**src/rtl/draw_number_field.sv**
```systemverilog
`default_nettype none
// ============================================================================
//  Module   : draw_number_field
//  Purpose  : Renders N_ITEMS snapshotted unsigned values as right-aligned
//             decimal fields. Each value is converted to BCD by sequential
//             double-dabble, optionally blanked above its most significant
//             digit, saturated to all-nines when out of range, and drawn one
//             glyph pixel at a time through a plot/plot_ready handshake.
//  Revision : 1.0  initial release
// ============================================================================
module draw_number_field #(
    parameter int N_ITEMS     = 5,
    parameter int NUM_DIGITS  = 5,
    parameter int VALUE_W     = 15,
    parameter int DIGIT_W     = 6,
    parameter int DIGIT_H     = 9,
    parameter int COLOUR_W    = 9,
    parameter int ADDR_W      = 10,
    parameter int BLANK_ZEROS = 1,
    parameter int BG_COLOUR   = 0
) (
    input  logic                         clock,
    input  logic                         resetn,
    input  logic                         go,
    input  logic [N_ITEMS*VALUE_W-1:0]   values,
    input  logic [N_ITEMS*9-1:0]         item_x,
    input  logic [N_ITEMS*9-1:0]         item_y,
    output logic [ADDR_W-1:0]            rom_addr,
    input  logic [COLOUR_W-1:0]          rom_q,
    output logic [8:0]                   x,
    output logic [8:0]                   y,
    output logic [COLOUR_W-1:0]          colour,
    output logic                         plot,
    input  logic                         plot_ready,
    output logic                         busy,
    output logic                         done
);

    // BCD digits needed to hold any VALUE_W-bit value: ceil(VALUE_W*0.302 + 1)
    localparam int BCD_DIGITS = (VALUE_W * 302 + 1999) / 1000;
    localparam int TOT_DIGITS = (BCD_DIGITS > NUM_DIGITS) ? BCD_DIGITS : NUM_DIGITS;
    localparam int BCD_W      = 4 * TOT_DIGITS;
    localparam int IT_W       = (N_ITEMS    > 1) ? $clog2(N_ITEMS)    : 1;
    localparam int DG_W       = (NUM_DIGITS > 1) ? $clog2(NUM_DIGITS) : 1;
    localparam int DX_W       = (DIGIT_W    > 1) ? $clog2(DIGIT_W)    : 1;
    localparam int DY_W       = (DIGIT_H    > 1) ? $clog2(DIGIT_H)    : 1;
    localparam int BC_W       = (VALUE_W    > 1) ? $clog2(VALUE_W)    : 1;

    typedef enum logic [3:0] {
        S_IDLE      = 4'd0,
        S_LOAD_ITEM = 4'd1,
        S_CONVERT   = 4'd2,
        S_SAT       = 4'd3,
        S_DIG_SETUP = 4'd4,
        S_PIX_ADDR  = 4'd5,
        S_PIX_PLOT  = 4'd6,
        S_NEXT_DIG  = 4'd7,
        S_NEXT_ITEM = 4'd8,
        S_DONE      = 4'd9
    } state_t;

    state_t                 state;
    state_t                 state_next;

    logic [VALUE_W-1:0]     snap [N_ITEMS];
    logic [VALUE_W-1:0]     shift;
    logic [BCD_W-1:0]       bcd;
    logic [BCD_W-1:0]       bcd_adj;
    logic [BCD_W-1:0]       bcd_fixed;
    logic [BC_W-1:0]        bit_cnt;
    logic [IT_W-1:0]        item;
    logic [DG_W-1:0]        digit;
    logic [DG_W-1:0]        msd;
    logic [DG_W-1:0]        msd_calc;
    logic [DX_W-1:0]        dx;
    logic [DY_W-1:0]        dy;

    logic                   sat;
    logic [VALUE_W-1:0]     snap_sel;
    logic [8:0]             base_x;
    logic [8:0]             base_y;
    logic [3:0]             cur_digit;
    logic                   blank;
    logic                   bit_last;
    logic                   dx_last;
    logic                   dy_last;
    logic                   digit_last;
    logic                   item_last;

    assign bit_last   = (bit_cnt == BC_W'(VALUE_W - 1));
    assign dx_last    = (dx      == DX_W'(DIGIT_W - 1));
    assign dy_last    = (dy      == DY_W'(DIGIT_H - 1));
    assign digit_last = (digit   == DG_W'(NUM_DIGITS - 1));
    assign item_last  = (item    == IT_W'(N_ITEMS - 1));

    // Out of range when any BCD nibble above the displayed field is nonzero
    generate
        if (TOT_DIGITS > NUM_DIGITS) begin : g_sat_hi
            assign sat = |bcd[BCD_W-1:4*NUM_DIGITS];
        end else begin : g_sat_none
            assign sat = 1'b0;
        end
    endgenerate

    // State register
    always_ff @(posedge clock) begin
        if (!resetn) state <= S_IDLE;
        else         state <= state_next;
    end

    // Next-state logic and handshake outputs
    always_comb begin
        state_next = state;
        plot       = 1'b0;
        busy       = 1'b0;
        done       = 1'b0;
        case (state)
            S_IDLE:      if (go) state_next = S_LOAD_ITEM;
            S_LOAD_ITEM: begin busy = 1'b1; state_next = S_CONVERT; end
            S_CONVERT:   begin busy = 1'b1; if (bit_last) state_next = S_SAT; end
            S_SAT:       begin busy = 1'b1; state_next = S_DIG_SETUP; end
            S_DIG_SETUP: begin busy = 1'b1; state_next = S_PIX_ADDR; end
            S_PIX_ADDR:  begin busy = 1'b1; state_next = S_PIX_PLOT; end
            S_PIX_PLOT: begin
                busy = 1'b1;
                plot = 1'b1;
                if (plot_ready) state_next = (dx_last && dy_last) ? S_NEXT_DIG : S_PIX_ADDR;
            end
            S_NEXT_DIG:  begin busy = 1'b1; state_next = digit_last ? S_NEXT_ITEM : S_DIG_SETUP; end
            S_NEXT_ITEM: begin busy = 1'b1; state_next = item_last ? S_DONE : S_LOAD_ITEM; end
            S_DONE:      begin done = 1'b1; state_next = S_IDLE; end
            default:     state_next = S_IDLE;
        endcase
    end

    // Per-item operand and screen position selected by the item counter
    always_comb begin
        snap_sel = '0;
        base_x   = '0;
        base_y   = '0;
        for (int i = 0; i < N_ITEMS; i++) begin
            if (int'(item) == i) begin
                snap_sel = snap[i];
                base_x   = item_x[i*9 +: 9];
                base_y   = item_y[i*9 +: 9];
            end
        end
    end

    // Double-dabble correction: add 3 to every nibble that is 5 or more
    always_comb begin
        bcd_adj = bcd;
        for (int i = 0; i < TOT_DIGITS; i++) begin
            if (bcd[i*4 +: 4] >= 4'd5) bcd_adj[i*4 +: 4] = bcd[i*4 +: 4] + 4'd3;
        end
    end

    // Saturated digits and the index of the highest nonzero digit
    always_comb begin
        bcd_fixed = bcd;
        msd_calc  = '0;
        if (sat) begin
            for (int i = 0; i < NUM_DIGITS; i++) bcd_fixed[i*4 +: 4] = 4'd9;
        end
        for (int i = 0; i < NUM_DIGITS; i++) begin
            if (bcd_fixed[i*4 +: 4] != 4'd0) msd_calc = DG_W'(i);
        end
    end

    // Current glyph index
    always_comb begin
        cur_digit = 4'd0;
        for (int i = 0; i < NUM_DIGITS; i++) begin
            if (int'(digit) == i) cur_digit = bcd[i*4 +: 4];
        end
    end

    // Glyph ROM address and pixel outputs; x/y wrap modulo 512
    always_comb begin
        rom_addr = ADDR_W'(int'(dy) * (10 * DIGIT_W) + int'(cur_digit) * DIGIT_W + int'(dx));
        blank    = (BLANK_ZEROS != 0) && (digit > msd);
        x        = '0;
        y        = '0;
        colour   = '0;
        if (state == S_PIX_PLOT) begin
            x      = 9'(int'(base_x) - int'(digit) * DIGIT_W + int'(dx));
            y      = 9'(int'(base_y) + int'(dy));
            colour = blank ? COLOUR_W'(BG_COLOUR) : rom_q;
        end
    end

    // Snapshot all values when a draw is accepted
    always_ff @(posedge clock) begin
        if (!resetn) begin
            for (int i = 0; i < N_ITEMS; i++) snap[i] <= '0;
        end else if (state == S_IDLE && go) begin
            for (int i = 0; i < N_ITEMS; i++) snap[i] <= values[i*VALUE_W +: VALUE_W];
        end
    end

    // Conversion datapath and drawing counters
    always_ff @(posedge clock) begin
        if (!resetn) begin
            shift   <= '0;
            bcd     <= '0;
            bit_cnt <= '0;
            item    <= '0;
            digit   <= '0;
            msd     <= '0;
            dx      <= '0;
            dy      <= '0;
        end else begin
            case (state)
                S_IDLE: if (go) item <= '0;
                S_LOAD_ITEM: begin
                    shift   <= snap_sel;
                    bcd     <= '0;
                    bit_cnt <= '0;
                end
                S_CONVERT: begin
                    bcd     <= {bcd_adj[BCD_W-2:0], shift[VALUE_W-1]};
                    shift   <= shift << 1;
                    bit_cnt <= bit_cnt + BC_W'(1);
                end
                S_SAT: begin
                    bcd   <= bcd_fixed;
                    msd   <= msd_calc;
                    digit <= '0;
                end
                S_DIG_SETUP: begin
                    dx <= '0;
                    dy <= '0;
                end
                S_PIX_PLOT: begin
                    if (plot_ready) begin
                        if (!dx_last) begin
                            dx <= dx + DX_W'(1);
                        end else begin
                            dx <= '0;
                            if (!dy_last) dy <= dy + DY_W'(1);
                        end
                    end
                end
                S_NEXT_DIG:  if (!digit_last) digit <= digit + DG_W'(1);
                S_NEXT_ITEM: if (!item_last) item <= item + IT_W'(1);
                default: ;
            endcase
        end
    end

endmodule
`default_nettype wire

```
**config.mk**
```make
export PLATFORM = sky130hd
export DESIGN_NAME = draw_number_field
export DESIGN_NICKNAME = d
export VERILOG_FILES = /design/src/rtl/draw_number_field.sv
export SDC_FILE = /design/constraint.sdc
export NUM_CORES = 1
export LEC_CHECK = 0
export BUFFER_PORTS_ARGS = -buffer_cell sky130_fd_sc_hd__buf_2
export CAP_MARGIN = 20
export CORE_MARGIN = 5
export CORE_UTILIZATION = 59
export CTS_CLUSTER_SIZE = 16
export DETAILED_ROUTE_END_ITERATION = 10
export PLACE_DENSITY = 0.86
export SETUP_SLACK_MARGIN = 0.4
export SLEW_MARGIN = 25
export SYNTH_ARGS = -nofsm -noshare
export SYNTH_HDL_FRONTEND = slang
export SYNTH_SLANG_ARGS = --single-unit
```
**constraint.sdc**
```tcl
create_clock -name clock -period 8.46 [get_ports clock]
set_input_delay 1.269 -clock clock [delete_from_list [all_inputs] [get_ports clock]]
set_output_delay 1.269 -clock clock [all_outputs]
set_load 0.01 [all_outputs]
```
==> metrics.md <==
| Metric | Value |
|---|---|
| Final Critical Period | `between 6 and 7 ns` |
| Worst Setup End Kind | `primary output` |
| Post-CTS Setup Bufs | `0` |
| Area share of the largest cell type after synthesis | `0.241` |
| Port bufs | `about 220` |
| Met3 Wirelength | `1.99 mm` |
| Worst endpoint data arrival time | `5.07 ns` |
| Largest net degree at the start of global routing | `79` |
| Area delta synth->final | `18.6%` |
| Number of gates resized after CTS | `0` |
| Post-synth cell types | `approximately 70` |
| Cell Rows | `46` |
| Fmax | `about 160 MHz` |
| HP Class | `reg2reg` |
| Tcrit/Tclk final | `0.750` |
| YS warnings | `0` |
| Slowest CP cell | `fa_1` |
| Most frequent cells in the layout | `buf_2 (217), nor2_1 (87), and3_1 (79)` |
| Clock transition at path regs | `~0.060 ns` |
| Setup TNS | `0 ns` |
| Most common cell after layout, fill and taps aside | `buf_2` |
| WS Path Type | `reg2out` |
| FFs w/ async S/R, synth | `0` |
| Worst-Skew Late Latency | `0.43 ns` |
| CTS tree | `done` |
| Startpoint types | `flop` |
| Share of cells above drive strength 1 | `0.226` |
| CP required | `7.19 ns` |
| Crit. Startpoint | `digit[1]` |
| Via count | `8811` |
| Ys flop type | `edfxtp_1` |
| Status | `finished clean` |
| Routed vias/inst | `between 6 and 7` |
| Initial antenna violation count | `2` |
| Metal2 WL | `13.0 mm` |
| Die width | `around 140 µm` |
| Post-synthesis sequential area ratio | `0.376` |
| 1st-iter DRT viols | `around 1000` |
| Worst IR Drop VDD | `about 0.00016 V` |
| Tot GR Track Use | `0.292` |
| Vias in the first global route | `8339` |
| Leading area contributor after synthesis | `edfxtp_1` |
| RR Startpoint | `item[2]` |
| LEAKAGE | `between 0.005 and 0.006 µW` |
| EDFF count, synth | `75` |
| CTS Root Cell | `clkbuf_16` |
| Top sig layer | `met5` |
| Cells after synthesis | `1041` |
| Maximum clock path buffer count | `2` |
| GRT overflow | `0` |
| RSZ-0062 raised after global routing | `false` |
| H-tree levels | `4` |
| Number of max-cap violations | `0` |
| Placed cell count | `approximately 1400` |
| Synth Area per Inst | `approximately 9.0 µm²` |
| Die Y | `136 µm` |
| Nets | `roughly 1500` |
| Crit-path most repeated cell | `ha_1` |
| M1 wire length | `around 11 mm` |
| HPWL Detailed | `between 20 and 25 mm` |
| Clock buffer count from CTS | `17` |
| Crit Path Max Fanout | `10` |
| Worst slew pin tran | `a little under 1 ns` |
| Core ar. | `15700 µm²` |
| Layout Skew | `0.00654 ns` |
| Gp weighted congestion | `0.985` |
| DRC viols | `0` |
| Post-route ant nets | `0` |
| Die Area | `around 18000 µm²` |
| Syn_nets | `around 1300` |
| DR WL/cell | `~19 µm` |
| Top Ports | `around 220` |
| Critical path's largest stage delay | `around 0.44 ns` |
| Final WL | `between 20 and 30 mm` |
| Max-slew headroom | `0.352` |
| CTS Sinks | `roughly 140` |
| Post-CTS Hold Buffers | `0` |
| Fin cells | `between 1000 and 1500` |
| Largest cells by area after synthesis | `edfxtp_1 (24%), dfxtp_1 (13%), ha_1 (9.8%)` |
| # setup viols final | `0` |
| Yosys reg bits | `138` |
| Synthesized cell area | `around 9400 µm²` |
| CP Cell Sequence | `inv_1 > ha_1 > and2_1 > nor2b_1 > a222oi_1 > inv_1 > ha_1 > fa_1 > ha_1 > ha_1 > a21o_1 > a21oi_1 > nor2b_1 > or4_1 > o211ai_1 > xor3_1 > buf_2` |
| Max Slew Vio Count | `0` |
| Min-delay src | `msd[2]` |
| First-pass GRT wire length | `~42 mm` |
| DRT Pass-1 Iters | `9` |
| PD cells | `about 190 nW/µm²` |
| Hold Vio Cnt, Final | `0` |
| Initial Utilization | `0.595` |
==> cell families after synthesis <==
| family | synth area share |
|---|---|
| buf+inv | 0.0558 |
| flops | 0.376 |
| mux | 0.00548 |
| fa+ha+maj | 0.123 |
| simple gates | 0.191 |
| xor+xnor | 0.0316 |
| compound gates | 0.218 |
==> metrics by stage <==
stage	util	cell area [µm²]	hold WS [ns]	setup WS, ns	power (µW)
final	0.706	11100	0.478	2.12	2110
after global routing	0.706	11100	0.518	1.84	2200
after CTS	0.706	11100	0.479	2.14	2110
after detailed placement	0.668	10500	0.468	2.62	1370
after global placement	0.668	10500	0.436	2.79	1350
after floorplan	-	9360	0.422	3.07	1220
==> metal layers <==
metal  track usage  vias to the layer above
met5             0                        -
met4         0.106                        2
met3        0.0596                       72
met2         0.480                      415
met1         0.384                     4145
li1              -                     4177
==> path summary, 6_finish.rpt <==
kind	to	slack (ns)	cells past startpoint
min reg2reg	msd[2]	0.48	2
min	msd[2]	0.48	2
max	rom_addr[9]	2.12	17
max reg2reg	shift[7]	5.35	7
==> flip-flops by register name, summed over array words and instances (netlist names) <==
signal   count
bcd         24
bit_cnt      4
digit        3
dx           3
dy           4
item         3
msd          3
shift       15
snap        75
state        4
==> critical path, delay by kind of cell, from the launching register on <==
kind / cells / cell delay, ns
AO/OA/AOI/OAI: 4 / 0.82
buffers and inverters: 3 / 0.46
XOR/XNOR: 1 / 0.37
flip-flops: 1 / 0.38
AND/OR/NAND/NOR: 4 / 1.03
adder cells (fa/ha/maj): 5 / 1.58
==> cell usage after synthesis (all sizes together) (20+ instances only) <==
cell / n
nor2: 89
and3: 80
edfxtp: 75
ha: 73
o21ai: 73
a21oi: 72
dfxtp: 63
nand2: 59
inv: 58
clkbuf: 53
a22oi: 50
nor3: 28
a221oi: 25
xnor2: 22
buf: 20
==> report_power, final <==
part	switching [µW]	internal, µW	total [µW]
Clock	306	439	745
Sequential	54.7	849	904
Combinational	291	171	462
Total	653	1460	2110
==> layout make-up <==
cell class	instances	area, µm²
inverters	59	221
well taps	216	270
flip-flops and latches	138	3510
clock buffers	17	425
multi-input cells	771	5330
repair buffers	228	1170
diodes	2	5.00
fillers	1232	4620
clock inverters	15	165
No activity file was read; power rests on OpenSTA's default activity.
